File: src/rtl/matmul_run_sequencer.sv
// matmul_run_sequencer: queues host run commands and pulses accelerator run until each repeat count is spent; optional watchdog via MATMUL_SEQ_WATCHDOG_EN
module matmul_run_sequencer #(
  parameter int CNT_W = 16,
  parameter int FIFO_DEPTH = 4,
  parameter int TIMEOUT = 65535
) (
  input  logic             clk,
  input  logic             rst,
  input  logic             cmd_valid,
  output logic             cmd_ready,
  input  logic [CNT_W-1:0] cmd_iters,
  output logic             run,
  input  logic             done,
  output logic             busy,
  output logic             cmd_done,
  output logic [31:0]      runs_total,
  output logic             error
);
  localparam int AW = $clog2(FIFO_DEPTH);
  typedef enum logic [1:0] {IDLE, RUN, SETTLE, WAIT} state_t;
  state_t state, state_nx;
  logic [CNT_W-1:0] mem [FIFO_DEPTH];
  logic [AW-1:0] wr_ptr, rd_ptr;
  logic [AW:0] count;
  logic [CNT_W-1:0] remaining, head;
  logic push, pop, last, finish, timeout;
  assign head = mem[rd_ptr];
  assign cmd_ready = count != (AW+1)'(FIFO_DEPTH);
  assign push = cmd_valid & cmd_ready;
  assign pop = state == IDLE && count != '0;
  assign finish = state == WAIT && done;
  assign last = remaining <= CNT_W'(1);
  assign run = state == RUN;
  assign busy = state != IDLE || count != '0;
`ifdef MATMUL_SEQ_WATCHDOG_EN
  localparam int WD_W = $clog2(TIMEOUT + 1);
  logic [WD_W-1:0] wd;
  assign timeout = state == WAIT && !done && wd >= WD_W'(TIMEOUT - 1);
  // cycles since the last run pulse; expiry latches error until reset
  always_ff @(posedge clk) begin
    if (rst) begin
      wd <= '0;
      error <= 1'b0;
    end else begin
      wd <= run ? '0 : (state != IDLE ? wd + WD_W'(1) : wd);
      error <= error | timeout;
    end
  end
`else
  logic unused_timeout;
  assign unused_timeout = TIMEOUT != 0;
  assign timeout = 1'b0;
  assign error = 1'b0;
`endif
  // next state: a run pulse is always followed by one settle cycle before done is trusted
  always_comb begin
    state_nx = state;
    case (state)
      IDLE:    state_nx = (pop && head != '0) ? RUN : IDLE;
      RUN:     state_nx = SETTLE;
      SETTLE:  state_nx = WAIT;
      WAIT:    state_nx = finish ? (last ? IDLE : RUN) : (timeout ? IDLE : WAIT);
      default: state_nx = IDLE;
    endcase
  end
  // state, fifo bookkeeping, repeat counter and completion outputs
  always_ff @(posedge clk) begin
    if (rst) begin
      state <= IDLE;
      wr_ptr <= '0;
      rd_ptr <= '0;
      count <= '0;
      remaining <= '0;
      cmd_done <= 1'b0;
      runs_total <= '0;
    end else begin
      state <= state_nx;
      wr_ptr <= wr_ptr + AW'(push);
      rd_ptr <= rd_ptr + AW'(pop);
      count <= count + (AW+1)'(push) - (AW+1)'(pop);
      remaining <= pop ? head : (finish && !last ? remaining - CNT_W'(1) : remaining);
      cmd_done <= (pop && head == '0) || (finish && last);
      runs_total <= runs_total + 32'(finish);
    end
  end
  // command storage; occupancy lives in count so the data needs no reset
  always_ff @(posedge clk) begin
    if (push) mem[wr_ptr] <= cmd_iters;
  end
endmodule

File: config.mk
export PLATFORM = sky130hd
export DESIGN_NAME = matmul_run_sequencer
export DESIGN_NICKNAME = d
export VERILOG_FILES = /design/src/rtl/matmul_run_sequencer.sv
export SDC_FILE = /design/constraint.sdc
export NUM_CORES = 1
export LEC_CHECK = 0
export BUFFER_PORTS_ARGS = -buffer_cell sky130_fd_sc_hd__clkbuf_2
export CORE_UTILIZATION = 39
export CTS_CLUSTER_SIZE = 8
export DETAILED_ROUTE_END_ITERATION = 12
export PLACE_DENSITY = 0.55
export SLEW_MARGIN = 20
export SYNTH_ARGS = -nofsm -noshare
export SYNTH_HDL_FRONTEND = slang
export SYNTH_SLANG_ARGS = --single-unit
File: constraint.sdc
create_clock -name clk -period 3.5 [get_ports clk]
set_input_delay 0.525 -clock clk [delete_from_list [all_inputs] [get_ports clk]]
set_output_delay 0.525 -clock clk [all_outputs]
set_load 0.02 [all_outputs]
== After elaboration in Yosys (flattened, before gate mapping) ==
Memories as Yosys holds them, arrays and structs flattened. A register that Yosys moved wholly into a read port is not among the register bits.
Cells that the tools add are included.
Storage, ports and cells
  bits in read-only memories: 0
  memories kept: 1
  bits of input ports: 20
  output and inout port bits: 37
  logic and storage cells: 44
  latch bits: 0
  register bits after elaboration: 58
  RAM bits: 64
Cells by class
  reductions and logical operators: 15
  $lt $le $gt $ge: 1
  add/subtract/negate cells: 6
  div/mod/pow operators: 0
  equal/unequal tests: 4
  multipliers: 0
  bitwise gates (word level): 1
  shift operators: 0
  muxes and demuxes: 9
Memories
  mem: words 4, width 16, rd ports 1, clocked after memory_dff 1, write ports 1, RTL line 22  | logic [CNT_W-1:0] mem [FIFO_DEPTH];
Operator list (count)
  32-bit by 1-bit adder with 32-bit output: 1
  16-bit two-way mux: 2
  16-bit by 1-bit <= comparator with 1-bit output (second input constant): 1
  16-bit zero test: 1
  16-bit nonzero test: 1
  16-bit by 1-bit subtractor with 16-bit output (second input constant): 1
  2-bit case mux with 4 select lines: 1
  1-bit logical AND: 6
  2-bit by 1-bit adder with 2-bit output: 2
  2-bit == test (second input constant): 2
  1-bit two-way mux: 4
  2-bit two-way mux: 2
  2-bit nonzero test: 2
  3-bit by 1-bit adder with 3-bit output: 1
  3-bit inequality test (second input constant): 1
  3-bit nonzero test: 1
  3-bit by 1-bit subtractor with 3-bit output: 1
  2-bit by 1-bit == test with 1-bit output (second input constant): 1
  2-bit zero test: 1
  1-bit logical OR: 2
  1-bit bitwise AND: 1
  1-bit zero test: 1

== Depth between registers and ports, before layout ==
  word-level depth: 5
  gate-level depth with buffers: 12
  mapped depth without buffers: 10

== Worst setup path after synthesis ==
No wires, ideal clock.
  path kind: register to register
  start point: register count[1]
  end point: register count[2]
  data arrival time: 2.389 ns
  cell stages (with the launch flop): 13
  buffers on the path: 2
  clock period less this slack: 2.516 ns
  slack: 0.984 ns
  setup time: 0.128 ns
  required time: 3.372 ns
  cell sequence: dfxtp_1 > nor3_1 > nand2b_1 > buf_4 > clkinv_1 > buf_1 > ha_1 > inv_1 > ha_1 > fa_1 > xnor2_1 > xnor2_1 > nor2_1
Between the ends
  longest elaborated chain between the ends: 4
RTL lines
  from (decl): RTL line 24  | logic [AW:0] count;
  from (signal assigned): RTL line 80  | count <= count + (AW+1)'(push) - (AW+1)'(pop);
  3-bit inequality test: RTL line 28  | assign cmd_ready = count != (AW+1)'(FIFO_DEPTH);
  1-bit bitwise AND: RTL line 29  | assign push = cmd_valid & cmd_ready;
  3-bit by 1-bit adder with 3-bit output: RTL line 80
  3-bit by 1-bit subtractor with 3-bit output (*): RTL line 80
Every way passes the cells marked *; elsewhere a longest branch is shown, timed or not.
A chain may end at the register's enable or synchronous reset.

== Worst setup path after layout ==
  start point: register state[1]
  end point: register runs_total[26]
Between the ends
  longest elaborated chain between the ends: 3
RTL lines
  from (decl): RTL line 21  | state_t state, state_nx;
  from (signal assigned): RTL line 77  | state <= state_nx;
  2-bit == test: RTL line 31  | assign finish = state == WAIT && done;
  1-bit logical AND: RTL line 31
  32-bit by 1-bit adder with 32-bit output: RTL line 83  | runs_total <= runs_total + 32'(finish);
  to (signal assigned): RTL line 83
  to (decl): RTL line 16  | output logic [31:0] runs_total,
Every way passes these cells.

==> results.json <==
{
  "status": "finished clean",
  "gr-total-overflow": 0,
  "wl_um": 10800,
  "yosysWarnings": 0,
  "cp-end-kind": "register",
  "clkSinkCount": 122,
  "clock-root-buffer": "clkbuf_16",
  "syn-instance-count": 435,
  "yosys_register_bits": 122,
  "synthTopCellsByArea": "edfxtp_1 36%, dfxtp_1 22%, mux4_2 6.4%, xnor2_1 3.5%, nor2_1 2.8%",
  "syn2layout_area_growth_pct": 20.0,
  "grt_usage": 0.167,
  "path_clk_slew_ns": 0.05,
  "io_pins": 57,
  "crit_type": "reg2reg",
  "whs_ns": 0.322,
  "syn_avg_cell_area_um2": 12.1,
  "vdd_drop_max_v": 0.000388,
  "critPathMaxFanout": 11,
  "cp_slowest_stage_delay_ns": 0.46,
  "fmax_mhz": 369,
  "min_period_ns": 2.71,
  "dieArea_mm2": 0.0140,
  "ys_types": 61,
  "start_util": 0.399,
  "rsz0062_at_grt": "false",
  "grt_pass1_wl_um": 17800,
  "worst_pin_slew_ns": 0.818,
  "die_y_um": 118,
  "hold_viol": 0,
  "cts_setup_buffers": 0,
  "dr_total_vias": 3616,
  "cp_cell_sequence": "nand3_1 > clkinv_1 > ha_1 > ha_1 > and4_1 > nand4_1 > nor4_1 > xnor2_1 > nor2_1",
  "seqPwrFrac": 0.382,
  "synth_edf_count": 64,
  "ys_seq_area_frac": 0.583,
  "synthTopCellsByCount": "64 x edfxtp_1, 58 x dfxtp_1, 39 x nor2_1",
  "wl_per_cell_um": 15.7,
  "portBuffers": 55,
  "antenna_found_initial": 0,
  "synth_top_area_cell": "edfxtp_1",
  "intPower_uw": 3350,
  "die_width_um": 118,
  "clkPwrFrac": 0.347,
  "async_flop_share": 0,
  "switching_power_uw": 1510,
  "cts.path.max_buffers": 2,
  "hold_class": "in2reg",
  "numCtsBuffers": 17,
  "grt_max_degree": 44,
  "tritoncts": "done",
  "diodes": 0,
  "antenna_left": 0,
  "n_fill_cell": 1224,
  "switching_share": 0.310,
  "report.final.setup_viol": 0,
  "ff_latch_area_mm2": 0.00308,
  "syn-num-nets": 464,
  "combPwrFrac": 0.272,
  "cts-resized-gates": 0,
  "dr.first_iter.drc_count": 198,
  "cts_hold_buf": 0,
  "htree_levels": 4,
  "startpoint_type": "register",
  "crit_required_ns": 3.78,
  "gp_congestion": 0.775,
  "synth_area_mm2": 0.00529,
  "cp_data_arrival_time_ns": 2.99,
  "maxSlewHeadroom": 0.454,
  "grt_pass1_vias": 3502,
  "dp_hpwl_um": 7290,
  "viasPerCell": 5.25,
  "period_share": 0.774,
  "crit_top_cell": "ha_1",
  "yosysMostFrequentCell": "edfxtp_1",
  "utilization": 0.479,
  "nets": 529,
  "synthFlopType": "edfxtp_1",
  "drc": 0,
  "synth_top_area_frac": 0.364,
  "cap_viol_max_count": 0,
  "fin_setup_tns_ns": 0,
  "multi_input_area_mm2": 0.00206,
  "layout-drive-gt1-share": 0.250,
  "p_leak_uw": 0.00224,
  "fin_worst_skew_ns": 0.00517,
  "first_pass_iters": 4,
  "power.density_mw_per_mm2": 766,
  "cp_slowest_cell": "nor4_1",
  "row_count": 42,
  "slew_violations": 0,
  "clkLatencyLatePin_ns": 0.42,
  "core-area_mm2": 0.0132
}
## registers in the layout, indices dropped and copies added, names as in the netlist
name and flops:
runs_total 32, wr_ptr 2, state 2, count 3, rd_ptr 2, mem 64, remaining 16, cmd_done 1
## kinds of logic (layout without fill, tap and decap cells)
| logic type | Yosys count | after routing | synth area share |
|---|---|---|---|
| AO/OA/AOI/OAI | 52 | 52 | 0.0687 |
| XOR/XNOR | 28 | 28 | 0.0464 |
| adder cells (fa/ha/maj) | 9 | 9 | 0.0227 |
| buffers and inverters | 35 | 113 | 0.0301 |
| flip-flops | 122 | 122 | 0.583 |
| multiplexers | 21 | 21 | 0.0788 |
| other | 1 | 1 | 0.000710 |
| AND/OR/NAND/NOR | 167 | 167 | 0.169 |
## per-stage QoR
step                      instances  total power, µW  worst slack, ns  cell area [µm²]
after floorplan                 435             2860            0.984             5290
after detailed placement        657             3210            0.524             5770
final                           689             4860            0.789             6340
after global routing            689             5130            0.542             6340
after CTS                       689             4900            0.779             6340
after global placement          657             3180            0.623             5770
## final timing paths
kind / cells after the start / start / slack (ns) / endpoint
setup / recovery: 9 / state[1]$_SDFF_PP0_ / 0.79 / runs_total[26]$_SDFF_PP0_
hold / removal: 1 / cmd_iters[8] / 0.32 / mem[3][8]$_DFFE_PP_
setup reg to reg: 9 / state[1]$_SDFF_PP0_ / 0.79 / runs_total[26]$_SDFF_PP0_
hold reg to reg: 2 / runs_total[31]$_SDFF_PP0_ / 0.48 / runs_total[31]$_SDFF_PP0_
## area by class of cell
| type | count | share of cell area |
|---|---|---|
| multi-input combinational | 278 | 0.325 |
| clock buffer | 21 | 0.0710 |
| tap | 176 | 0.0347 |
| clock inverter | 11 | 0.0193 |
| sequential | 122 | 0.486 |
| inverter | 17 | 0.0101 |
| timing repair buffer | 64 | 0.0541 |
## metal layers
layer,track usage,share of wire,wire (µm),vias up
met4,0.0712,0.014,151,0
met2,0.268,0.48,5220,80
met3,0.0521,0.043,461,14
li1,-,-,-,1762
met5,0,0,0,-
met1,0.207,0.46,4990,1760
## worst max-delay path: cells and delay by family (launching register included)
family | cells | cell delay, ns
adders and majority gates | 2 | 0.47
and+or+nand+nor | 5 | 1.37
DFF | 1 | 0.36
xor gates and xnor gates | 1 | 0.16
buffers and inverters | 1 | 0.23
## placed cells by master (no fill, tap or decap), drive strengths merged, types with 3 or more instances in the layout
| cell type | Yosys | routed |
|---|---|---|
| nor2b | 9 | 9 |
| a31oi | 4 | 4 |
| and4 | 7 | 7 |
| dfxtp | 58 | 58 |
| ha | 8 | 8 |
| or2 | 4 | 4 |
| and3 | 4 | 4 |
| o211ai | 4 | 4 |
| mux2i | 3 | 3 |
| clkbuf | 12 | 76 |
| or4 | 4 | 4 |
| buf | 6 | 9 |
| a22oi | 3 | 3 |
| a21oi | 13 | 13 |
| o21ai | 9 | 9 |
| or3 | 11 | 11 |
| clkinvlp | 0 | 4 |
| o21a | 3 | 3 |
| xor2 | 7 | 7 |
| nand2 | 25 | 25 |
| edfxtp | 64 | 64 |
| mux4 | 16 | 16 |
| nor3 | 21 | 21 |
| xnor2 | 21 | 21 |
| nor2 | 39 | 39 |
| inv | 15 | 16 |
| nor4 | 16 | 16 |
| clkinv | 2 | 6 |
| nand3 | 16 | 16 |
## power groups by stage
stage	clock [µW]	sequential [µW]	combinational (µW)
2_1_floorplan	0	1840	1020
4_1_cts	1720	1850	1330
6_report	1680	1860	1320
3_3_place_gp	0	1880	1300
3_5_place_dp	0	1880	1320
5_1_grt	1780	1880	1470
Power figures use the tool's default switching activity.
